<file path="src/rtl/conv_pkg.sv">
// Shared definitions for the convolution line-buffer controller: FSM encoding
// and the pixel / coordinate widths.
package conv_pkg;

    typedef enum logic [1:0] {
        ST_IDLE  = 2'd0,
        ST_PRIME = 2'd1,
        ST_RUN   = 2'd2,
        ST_DRAIN = 2'd3
    } state_t;

    localparam int PIX_W   = 16;
    localparam int COORD_W = 10;

endpackage

</file>
<file path="src/rtl/conv_linebuf_ctrl_if.sv">
// Pixel-in / line-buffer / window-out signal bundle of the line-buffer controller.
// The slave side is the controller, the master side drives pixels and observes strobes.
interface conv_linebuf_ctrl_if;
    import conv_pkg::*;

    logic               in_vs;
    logic               in_de;
    logic [PIX_W-1:0]   in_data;
    logic               lb_wr_en;
    logic [PIX_W-1:0]   lb_wr_data;
    logic               lb_rd_en;
    logic               lb_rd_hs;
    logic               win_valid;
    logic [COORD_W-1:0] win_row;
    logic [COORD_W-1:0] win_col;
    logic               win_border;
    logic               frame_done;
    logic               err_line;

    modport master (
        output in_vs, in_de, in_data,
        input  lb_wr_en, lb_wr_data, lb_rd_en, lb_rd_hs,
        input  win_valid, win_row, win_col, win_border, frame_done, err_line
    );

    modport slave (
        input  in_vs, in_de, in_data,
        output lb_wr_en, lb_wr_data, lb_rd_en, lb_rd_hs,
        output win_valid, win_row, win_col, win_border, frame_done, err_line
    );

endinterface

</file>
<file path="src/rtl/conv_delay_line.sv">
// 1-bit shift register of depth DEPTH with synchronous clear; q_pre is the tap one
// stage ahead of q so the consumer can see the end of a run of ones one cycle early.
module conv_delay_line #(
    parameter int DEPTH = 3
) (
    input  logic pclk,
    input  logic rst,
    input  logic clr,
    input  logic d,
    output logic q,
    output logic q_pre
);

    logic [DEPTH-1:0] stage_reg;

    always_ff @(posedge pclk or posedge rst) begin
        if (rst) begin
            stage_reg <= '0;
        end else if (clr) begin
            stage_reg <= '0;
        end else begin
            stage_reg[0] <= d;
            for (int i = 1; i < DEPTH; i++) begin
                stage_reg[i] <= stage_reg[i-1];
            end
        end
    end

    assign q = stage_reg[DEPTH-1];

    generate
        if (DEPTH == 1) begin : g_pre_in
            assign q_pre = d;
        end else begin : g_pre_tap
            assign q_pre = stage_reg[DEPTH-2];
        end
    endgenerate

endmodule

</file>
<file path="src/rtl/conv_linebuf_ctrl.sv">
// Sequencer for a 3-row convolution line buffer: turns vs/de timing into write,
// read and row-toggle strobes, and emits aligned 3x3 window coordinates.
module conv_linebuf_ctrl
    import conv_pkg::*;
#(
    parameter int H_ACTIVE = 640,
    parameter int V_ACTIVE = 480,
    parameter int RD_LAT   = 3
) (
    input  logic               pclk,
    input  logic               rst,
    conv_linebuf_ctrl_if.slave bus
);

    localparam int DRAIN_W = $clog2(RD_LAT + 1);
    localparam logic [DRAIN_W-1:0] DRAIN_LOAD = DRAIN_W'(RD_LAT - 1);
    localparam logic [COORD_W-1:0] COL_LEN   = COORD_W'(H_ACTIVE);
    localparam logic [COORD_W-1:0] COL_LAST  = COORD_W'(H_ACTIVE - 1);
    localparam logic [COORD_W-1:0] ROW_LAST  = COORD_W'(V_ACTIVE - 2);
    localparam logic [COORD_W-1:0] LINES_ALL = COORD_W'(V_ACTIVE);
    localparam logic [COORD_W-1:0] LINES_PRM = COORD_W'(2);

    logic               vs_reg, vs_prev_reg;
    logic               de_reg, de_prev_reg;
    logic [PIX_W-1:0]   data_reg;
    state_t             state_reg, state_next;
    logic [COORD_W-1:0] col_in_reg, line_in_reg;
    logic [DRAIN_W-1:0] drain_cnt_reg;
    logic               err_reg;
    logic               rd_hs_reg;
    logic [COORD_W-1:0] win_row_reg, win_col_reg;

    logic               vs_rise, de_fall, in_frame, line_end;
    logic [COORD_W-1:0] line_in_inc;
    logic               wr_en, rd_en, frame_done;
    logic               dl_q, dl_pre, win_valid, win_end;

    always_ff @(posedge pclk or posedge rst) begin
        if (rst) begin
            vs_reg      <= 1'b0;
            vs_prev_reg <= 1'b0;
            de_reg      <= 1'b0;
            de_prev_reg <= 1'b0;
            data_reg    <= '0;
        end else begin
            vs_reg      <= bus.in_vs;
            vs_prev_reg <= vs_reg;
            de_reg      <= bus.in_de;
            de_prev_reg <= de_reg;
            data_reg    <= bus.in_data;
        end
    end

    // A vs rise always wins: it restarts the frame even on a line's final edge.
    assign vs_rise     = vs_reg & ~vs_prev_reg;
    assign de_fall     = de_prev_reg & ~de_reg;
    assign in_frame    = (state_reg == ST_PRIME) || (state_reg == ST_RUN);
    assign line_end    = de_fall & in_frame & ~vs_rise;
    assign line_in_inc = line_in_reg + 1'b1;

    always_ff @(posedge pclk or posedge rst) begin
        if (rst) begin
            state_reg <= ST_IDLE;
        end else begin
            state_reg <= state_next;
        end
    end

    always_comb begin
        state_next = state_reg;
        if (vs_rise) begin
            state_next = ST_PRIME;
        end else begin
            case (state_reg)
                ST_PRIME: if (line_end && line_in_inc == LINES_PRM) state_next = ST_RUN;
                ST_RUN:   if (line_end && line_in_inc == LINES_ALL) state_next = ST_DRAIN;
                ST_DRAIN: if (drain_cnt_reg == '0) state_next = ST_IDLE;
                default:  state_next = state_reg;
            endcase
        end
    end

    always_comb begin
        wr_en      = 1'b0;
        rd_en      = 1'b0;
        frame_done = 1'b0;
        case (state_reg)
            ST_PRIME: wr_en = de_reg;
            ST_RUN: begin
                wr_en = de_reg;
                rd_en = de_reg;
            end
            ST_DRAIN: frame_done = (drain_cnt_reg == '0) && !vs_rise;
            default: ;
        endcase
    end

    always_ff @(posedge pclk or posedge rst) begin
        if (rst) begin
            col_in_reg  <= '0;
            line_in_reg <= '0;
            err_reg     <= 1'b0;
            rd_hs_reg   <= 1'b0;
        end else begin
            rd_hs_reg <= line_end && (state_reg == ST_RUN);
            if (vs_rise) begin
                col_in_reg  <= '0;
                line_in_reg <= '0;
                err_reg     <= 1'b0;
            end else if (in_frame) begin
                if (de_reg && col_in_reg != '1) begin
                    col_in_reg <= col_in_reg + 1'b1;
                end
                if (de_fall) begin
                    col_in_reg  <= '0;
                    line_in_reg <= line_in_inc;
                    if (col_in_reg != COL_LEN) begin
                        err_reg <= 1'b1;
                    end
                end
            end
        end
    end

    // Preloaded outside DRAIN so the count starts the moment DRAIN is entered.
    always_ff @(posedge pclk or posedge rst) begin
        if (rst) begin
            drain_cnt_reg <= '0;
        end else if (state_reg != ST_DRAIN) begin
            drain_cnt_reg <= DRAIN_LOAD;
        end else if (drain_cnt_reg != '0) begin
            drain_cnt_reg <= drain_cnt_reg - 1'b1;
        end
    end

    conv_delay_line #(
        .DEPTH (RD_LAT)
    ) u_valid_dly (
        .pclk  (pclk),
        .rst   (rst),
        .clr   (vs_rise),
        .d     (rd_en),
        .q     (dl_q),
        .q_pre (dl_pre)
    );

    assign win_valid = dl_q & ~vs_rise;
    assign win_end   = win_valid & ~dl_pre;

    // A window line ends when no further read is one stage behind the output.
    always_ff @(posedge pclk or posedge rst) begin
        if (rst) begin
            win_row_reg <= '0;
            win_col_reg <= '0;
        end else if (vs_rise) begin
            win_row_reg <= COORD_W'(1);
            win_col_reg <= '0;
        end else if (win_valid) begin
            if (win_end) begin
                win_col_reg <= '0;
                win_row_reg <= win_row_reg + 1'b1;
            end else begin
                win_col_reg <= win_col_reg + 1'b1;
            end
        end
    end

    assign bus.lb_wr_en   = wr_en;
    assign bus.lb_wr_data = wr_en ? data_reg : '0;
    assign bus.lb_rd_en   = rd_en;
    assign bus.lb_rd_hs   = rd_hs_reg;
    assign bus.win_valid  = win_valid;
    assign bus.win_row    = win_row_reg;
    assign bus.win_col    = win_col_reg;
    assign bus.win_border = win_valid && ((win_col_reg == '0) || (win_col_reg == COL_LAST) ||
                                          (win_row_reg == COORD_W'(1)) || (win_row_reg == ROW_LAST));
    assign bus.frame_done = frame_done;
    assign bus.err_line   = err_reg;

endmodule

</file>
<file path="src/flat_wrapper.sv">
// flat-port wrapper written by rule: the top's interface ports become plain ports
module conv_linebuf_ctrl_flat import conv_pkg::*;
#(
    parameter int H_ACTIVE = 640,
    parameter int V_ACTIVE = 480,
    parameter int RD_LAT   = 3
)
  (pclk, rst, bus_in_vs, bus_in_de, bus_in_data, bus_lb_wr_en, bus_lb_wr_data, bus_lb_rd_en, bus_lb_rd_hs, bus_win_valid, bus_win_row, bus_win_col, bus_win_border, bus_frame_done, bus_err_line);
  conv_linebuf_ctrl_if bus_i ();
  input  logic pclk;
  input  logic rst;
  input wire logic [$bits(bus_i.in_vs)-1:0] bus_in_vs;
  input wire logic [$bits(bus_i.in_de)-1:0] bus_in_de;
  input wire logic [$bits(bus_i.in_data)-1:0] bus_in_data;
  output wire logic [$bits(bus_i.lb_wr_en)-1:0] bus_lb_wr_en;
  output wire logic [$bits(bus_i.lb_wr_data)-1:0] bus_lb_wr_data;
  output wire logic [$bits(bus_i.lb_rd_en)-1:0] bus_lb_rd_en;
  output wire logic [$bits(bus_i.lb_rd_hs)-1:0] bus_lb_rd_hs;
  output wire logic [$bits(bus_i.win_valid)-1:0] bus_win_valid;
  output wire logic [$bits(bus_i.win_row)-1:0] bus_win_row;
  output wire logic [$bits(bus_i.win_col)-1:0] bus_win_col;
  output wire logic [$bits(bus_i.win_border)-1:0] bus_win_border;
  output wire logic [$bits(bus_i.frame_done)-1:0] bus_frame_done;
  output wire logic [$bits(bus_i.err_line)-1:0] bus_err_line;
  assign bus_i.in_vs = bus_in_vs;
  assign bus_i.in_de = bus_in_de;
  assign bus_i.in_data = bus_in_data;
  assign bus_lb_wr_en = bus_i.lb_wr_en;
  assign bus_lb_wr_data = bus_i.lb_wr_data;
  assign bus_lb_rd_en = bus_i.lb_rd_en;
  assign bus_lb_rd_hs = bus_i.lb_rd_hs;
  assign bus_win_valid = bus_i.win_valid;
  assign bus_win_row = bus_i.win_row;
  assign bus_win_col = bus_i.win_col;
  assign bus_win_border = bus_i.win_border;
  assign bus_frame_done = bus_i.frame_done;
  assign bus_err_line = bus_i.err_line;
  conv_linebuf_ctrl #(.H_ACTIVE(H_ACTIVE), .V_ACTIVE(V_ACTIVE), .RD_LAT(RD_LAT)) u_core (.pclk(pclk), .rst(rst), .bus(bus_i));
endmodule
</file>
<file path="config.mk">
export PLATFORM = sky130hd
export DESIGN_NAME = conv_linebuf_ctrl_flat
export DESIGN_NICKNAME = d
export VERILOG_FILES = /design/src/rtl/conv_pkg.sv /design/src/rtl/conv_linebuf_ctrl_if.sv /design/src/rtl/conv_delay_line.sv /design/src/rtl/conv_linebuf_ctrl.sv /design/src/flat_wrapper.sv
export SDC_FILE = /design/constraint.sdc
export NUM_CORES = 1
export LEC_CHECK = 0
export ABC_AREA = 1
export CORE_ASPECT_RATIO = 1.25
export CORE_UTILIZATION = 40
export DETAILED_ROUTE_END_ITERATION = 7
export GPL_TIMING_DRIVEN = 0
export PLACE_DENSITY_LB_ADDON = 0.25
export SLEW_MARGIN = 20
export SYNTH_ARGS = -nofsm -noshare
export SYNTH_HDL_FRONTEND = slang
export SYNTH_HIERARCHICAL = 1
export SYNTH_SLANG_ARGS = --single-unit
</file>
<file path="constraint.sdc">
create_clock -name pclk -period 2.6 [get_ports pclk]
set_input_delay 0.52 -clock pclk [delete_from_list [all_inputs] [get_ports pclk]]
set_output_delay 0.52 -clock pclk [all_outputs]
set_load 0.01 [all_outputs]
</file>
==> results.toml, run 1 <==
[synth]
netlist_instances = 427
netlist_area_um2 = 3460
yosysMostFrequentCell = "inv_1"
ys_seq_elements = 69
synthTopCellsByCount = "87 x inv_1, 69 x dfrtp_1, 68 x nand2_1"
synth_edf_count = 0
avgSynthCellArea_um2 = 8.10
netlist.area_leader.share_pct = 49.9
yosysWarnings = 6
synth_area_leader_cell = "dfrtp_1"
synth.distinct_cells = 31
synth_seq_area_share_pct = 49.9
synth-main-ff-cell = "dfrtp_1"
synthArstFlopShare_pct = 100
synth_fp_nets = 462
synthTopCellsByArea = "dfrtp_1 50%, inv_1 9.4%, nand2_1 7.4%"

[floorplanning]
rows = 37
core_um2 = 8290
start_util_pct = 41.7
fp.dieH_um = 106
dieWidth_um = 85.2
die-area_um2 = 9020
ios = 63

[final_layout]
final_nets = 542
drive_gt1_share_pct = 7.42
num_antenna_cells = 0
fill_cells = 757
largest_reg_flops = 16
syn2layout_area_growth_pct = 30.6

[clock_network]
tritoncts = "yes"
clock_path_buffers = 2
clk_latency_ps = 340
ctsHoldBuffers = 0
cts_max_level = 3
cts_root_buf = "clkbuf_8"
path_clk_slew_ps = 80
cts_sinks = 69
cts_buffers = 9

[worst_setup_path]
slowest_stage = "clkdlybuf4s50_1"
path_max_fanout = 7
start_kind = "flop"
timing.critical_path.to_type = "primary output"
critPathKind = "flop to primary output"
timing.critical_path.buf_inv = 3
cp.arrival_ps = 1960
cp.required_ps = 2080
cp_top_family = "buffers and inverters"
critical_path.cell_chain = "inv_1 > ha_1 > nor2_2 > inv_2 > nor2_1 > clkdlybuf4s50_1"
cpPeakStageDelay_ps = 550

[route]
routedWlPerCell_um = 12.6
wl_mm = 7.66
vias = 3040
drc_errors = 0
drt_iter0_markers = 143
postRouteAntennaNets = 0
drt_pass1_iterations = 5
vias_per_cell = 4.99

[sta]
fin_skew_ps = 8.80
setup_viol = 0
rsz0062_at_grt = "no"
fmax_ghz = 0.403
tightest_slew_ps = 454
hold_violations = 0
relSlewSlack_pct = 69.7
drv_slew = 0
tns_ps = 0
finalCriticalPeriod_ps = 2480
fin_ws_ps = 118
post-route-period-util_pct = 95.5

[grt]
grt_pass1_wl_mm = 12.9
grt_max_degree = 35
grt_pass1_vias = 3005
antenna_found_initial = 0
grt_use_total_pct = 18.1
overflow = 0

[flow_run]
maxCapViolCount = 0

[place]
place_congestion = 0.876
io_buffers = 62
preCtsSetupSlack_ps = -38.6
place_hpwl_mm = 5.61

[power_and_ir_drop]
power.switching_mw = 0.971
p_total_mw = 3.15
powerDensity_nw_per_um2 = 698
ir_worst_vdd_v = 0.000298
leakagePower_nw = 2.17
sequentialPowerShare_pct = 39.3
p_sw_share_pct = 30.8
pwr-share-comb_pct = 27.4
internal_power_mw = 2.18
pwr-share-clk_pct = 33.3

[worst_hold_path]
hold_class = "flop to flop"

[outcome]
run_status = "completed"
## power groups by stage
| stage | registers, mW | clock network (mW) | logic (mW) |
|---|---|---|---|
| 6_report | 1.24 | 1.05 | 0.863 |
| 5_1_grt | 1.25 | 1.12 | 0.980 |
| 4_1_cts | 1.24 | 1.08 | 0.877 |
| 3_5_place_dp | 1.27 | 0 | 0.820 |
| 3_3_place_gp | 1.27 | 0 | 0.796 |
| 2_1_floorplan | 1.26 | 0 | 0.494 |
## cell usage in the layout, fill, tap and decap left out, types with 2 or more instances in the layout
cell / n
o21a_1: 2
o21ai_0: 19
nor2_4: 3
buf_4: 7
o21ai_1: 2
nor4_1: 3
inv_1: 85
clkbuf_8: 9
a21oi_1: 22
clkdlybuf4s50_1: 48
nor3_1: 11
ha_1: 15
dfrtp_1: 69
inv_2: 3
dlymetal6s2s_1: 2
nand4_1: 11
nand2_1: 68
dlygate4sd2_1: 10
nor2_2: 4
nand3_1: 26
a221oi_1: 2
o22ai_1: 8
a31oi_1: 3
xor2_1: 2
nor2_1: 54
clkbuf_1: 3
bufinv_16: 3
## stage by stage
stage               hold slack, ps  cells  area (µm²)  util, %
floorplan                      274    427        3460        -
global placement               363    586        4200     50.7
global route                   391    609        4520     54.5
detailed placement             365    587        4220     51.0
finish                         381    609        4520     54.5
CTS                            383    609        4500     54.3
## final timing paths
| kind | from | to | slack [ps] | cells past startpoint |
|---|---|---|---|---|
| hold reg to reg | u_core/vs_reg$_DFF_PP0_ | u_core/vs_prev_reg$_DFF_PP0_ | 380 | 0 |
| hold / removal | u_core/vs_reg$_DFF_PP0_ | u_core/vs_prev_reg$_DFF_PP0_ | 380 | 0 |
| max in group asynchronous | rst | u_core/line_in_reg[0]$_DFFE_PP0P_ | 1480 | 3 |
| min in group asynchronous | rst | u_core/u_valid_dly/stage_reg[1]$_DFF_PP0_ | 450 | 2 |
| setup reg to reg | u_core/col_in_reg[0]$_DFFE_PP0P_ | u_core/col_in_reg[5]$_DFFE_PP0P_ | 700 | 10 |
| setup / recovery | u_core/state_reg[0]$_DFFE_PP0P_ | bus_lb_wr_data[3] | 120 | 6 |
## cells by family (layout without fill, tap and decap cells)
group	Yosys count	in the layout	share of synthesized area, %
DFF	69	69	49.9
buffers and inverters	93	178	10.3
adders and majority gates	15	15	5.43
xor gates and xnor gates	3	3	0.760
AOI/OAI and AO/OA	64	64	10.5
and+or+nand+nor	183	183	23.0
## per-layer routing
| layer | up-vias | global-route usage, % | part of all wire, % |
|---|---|---|---|
| met2 | 54 | 31.8 | 52 |
| li1 | 1527 | - | - |
| met3 | 17 | 2.95 | 2.9 |
| met4 | 0 | 9.69 | 2.4 |
| met1 | 1442 | 21.0 | 42 |
| met5 | - | 0 | 0 |
## timing repair
item,4_1_cts,5_1_grt
pin swaps,1,0
setup endpoints to repair,17,3
resized for setup,17,5
cloned,0,0
setup buffers,6,0
endpoints found under the hold margin,0,0
## final cells by class
cell class / count / area, µm² / area share [%]
Buffer: 4 / 26.3 / 0.582
Clock buffer: 10 / 128 / 2.83
Sequential cell: 69 / 1730 / 38.2
Tap cell: 97 / 121 / 2.69
Timing Repair Buffer: 69 / 676 / 15.0
Inverter: 89 / 337 / 7.45
Clock inverter: 6 / 111 / 2.47
Multi-Input combinational cell: 265 / 1390 / 30.8
Power figures use the tool's default switching activity.
==> inputs of run 2 (changes only) <==
Settings changed: SYNTH_HIERARCHICAL 1 to not set.
==> run 2 against run 1 <==
Compared with the run above:
- clock power down 4%
- worst setup slack improved by 17 ps
- global-route usage is 0.62 points higher
- combinational power increased by 23%
- largest cell class unchanged
- sequential power grew 5%
- non-clock buffer count rose by 2
- sequential share of layout area down 1.2 points
- power up 7.1%
==> results.toml, run 2 <==
[outcome]
run_status = "completed"

[route]
drt_iter0_markers = 122
postRouteAntennaNets = 0
routedWlPerCell_um = 12.2
vias_per_cell = 4.83
wl_mm = 7.95
drt_pass1_iterations = 4
drc_errors = 0
vias = 3156

[worst_setup_path]
timing.critical_path.to_type = "primary output"
critical_path.cell_chain = "inv_1 > nor2_2 > clkbuf_2 > nor2_1 > clkdlybuf4s50_1"
r2r_cells = 9
worstReg2RegEnd = "u_core.state_reg[1]$_DFFE_PP0P_"
worst-path-stages = 5
critPathKind = "flop to primary output"
r2r-start = "u_core.de_reg$_DFF_PP0_"
cpPeakStageDelay_ps = 480
path_max_fanout = 10
timing.critical_path.buf_inv = 3
cp.required_ps = 2080
cp_top_family = "buffers and inverters"
start_kind = "flop"
slowest_stage = "clkdlybuf4s50_1"
reg2reg_slack_ps = 660
cp.arrival_ps = 1940

[floorplanning]
start_util_pct = 41.2
die-area_um2 = 9290
core_um2 = 8650
fp.dieH_um = 108
dieWidth_um = 86.4
ios = 63
rows = 38

[worst_hold_path]
holdCritStartpoint = "u_core.vs_reg$_DFF_PP0_"
hold_class = "flop to flop"
hold-path-endpoint = "u_core.vs_prev_reg$_DFF_PP0_"
min_path_cells = 0

[power_and_ir_drop]
leakagePower_nw = 2.22
p_total_mw = 3.38
ir_worst_vdd_v = 0.000318
powerDensity_nw_per_um2 = 724

[place]
place_hpwl_mm = 5.73
placed_area_um2 = 4360
place_congestion = 0.848
preCtsSetupSlack_ps = -61.9
io_buffers = 62
dp.cells = 632

[sta]
drv_slew = 0
tns_ps = 0
hold_violations = 0
tightest_slew_ps = 482
rsz0062_at_grt = "no"
fmax_ghz = 0.406
post-route-period-util_pct = 94.8
relSlewSlack_pct = 67.9
final.hold.worst_slack_ps = 423
fin_ws_ps = 136
fin_skew_ps = 6.64
finalCriticalPeriod_ps = 2460
setup_viol = 0

[final_layout]
final_common_cell = "inv_1"
num_antenna_cells = 0
final_nets = 563
drive_gt1_share_pct = 7.50
seqCellArea_um2 = 1730
syn2layout_area_growth_pct = 30.9
stdcell_area_um2 = 4660
multi_input_area_um2 = 1500
fill_cells = 816
stdcell_count = 653
largest_reg_flops = 16
final_util_pct = 53.9
final_cell_mix = "88 x inv_1, 78 x nand2_1, 68 x dfrtp_1"

[grt]
grt_pass1_wl_mm = 13.6
antenna_found_initial = 0
overflow = 0
grt_use_total_pct = 18.7
grt_max_degree = 44
grt_pass1_vias = 3017

[synth]
yosysMostFrequentCell = "inv_1"
avgSynthCellArea_um2 = 7.93
synth_edf_count = 0
netlist.area_leader.share_pct = 48.5
netlist_instances = 449
yosysWarnings = 0
synthArstFlopShare_pct = 100
synth_fp_nets = 484
synthTopCellsByArea = "dfrtp_1 48%, inv_1 9.5%, nand2_1 8.2%"
synth-main-ff-cell = "dfrtp_1"
synth.distinct_cells = 32
synth_area_leader_cell = "dfrtp_1"
ys_seq_elements = 69
synthTopCellsByCount = "90 x inv_1, 78 x nand2_1, 69 x dfrtp_1"
netlist_area_um2 = 3560
synth_seq_area_share_pct = 48.5

[clock_network]
cts_max_level = 3
clk_latency_ps = 350
cts_root_buf = "clkbuf_8"
cts_buffers = 9
cts_sinks = 69
tritoncts = "yes"
clock_path_buffers = 2
path_clk_slew_ps = 70
ctsHoldBuffers = 0

[flow_run]
maxCapViolCount = 0
[run 2: cell types whose count changed after synthesis, moves of 3 or more]
cell | previous run | this run
a21oi_1 | 22 | 12
inv_1 | 87 | 90
nand2_1 | 68 | 78
nor2_1 | 56 | 61
o21ai_0 | 19 | 16
o21ai_1 | 2 | 12
o31ai_1 | 0 | 3
xor2_1 | 2 | 5
[run 2: power breakdown]
part | internal (mW) | switching [mW]
logic | 0.478 | 0.584
clock network | 0.594 | 0.416
registers | 1.19 | 0.115
total | 2.26 | 1.11
[run 2: metal layers]
layer	wire length, µm	up-vias	track usage, %
li1	-	1595	-
met1	3660	1489	23.2
met2	3910	63	31.3
met3	242	9	4.37
met4	133	0	7.62
met5	0	-	0
[run 2: cell families after synthesis]
logic type | Yosys count | synth area share (%)
and+or+nand+nor | 200 | 24.1
buffers and inverters | 97 | 10.7
DFF | 69 | 48.5
AOI/OAI and AO/OA | 63 | 10.3
adders and majority gates | 15 | 5.27
xor gates and xnor gates | 5 | 1.23
[run 2: area by class of cell]
cell class                 instances  area share [%]
sequential                        69            37.1
multi-input combinational        283            32.1
timing repair buffer              68            14.4
inverter                          90            7.30
clock buffer                      13            3.41
tap                              120            3.22
clock inverter                     3            1.45
buffer                             7            1.02
[run 2: worst max-delay path by stage]
stage / start / to / slack [ps]
final: u_core.vs_reg$_DFF_PP0_ / bus_win_valid / 140
after global routing: u_core.bus.win_col[0]$_DFFE_PP0P_ / bus_win_border / 10
after CTS: u_core.vs_reg$_DFF_PP0_ / bus_win_valid / 120
after detailed placement: u_core.state_reg[0]$_DFFE_PP0P_ / bus_lb_wr_data[6] / -60
after global placement: rst / u_core.bus.win_row[9]$_DFFE_PP0P_ / -920
after floorplan: rst / u_core.bus.err_line$_DFFE_PP0P_ / 340
[run 2: what timing repair did]
| action | CTS | global route |
|---|---|---|
| resized for setup | 25 | 1 |
| endpoints found under the setup margin | 19 | 1 |
| hold endpoints to repair | 0 | 0 |
| setup buffers | 3 | 2 |
| pin swaps | 0 | 0 |
==> inputs of run 3 (changes only) <==
Settings changed: CTS_CLUSTER_DIAMETER set to 200.
==> results of run 3 <==
The final DEF is identical to that of run 2; final timing and power are the same.
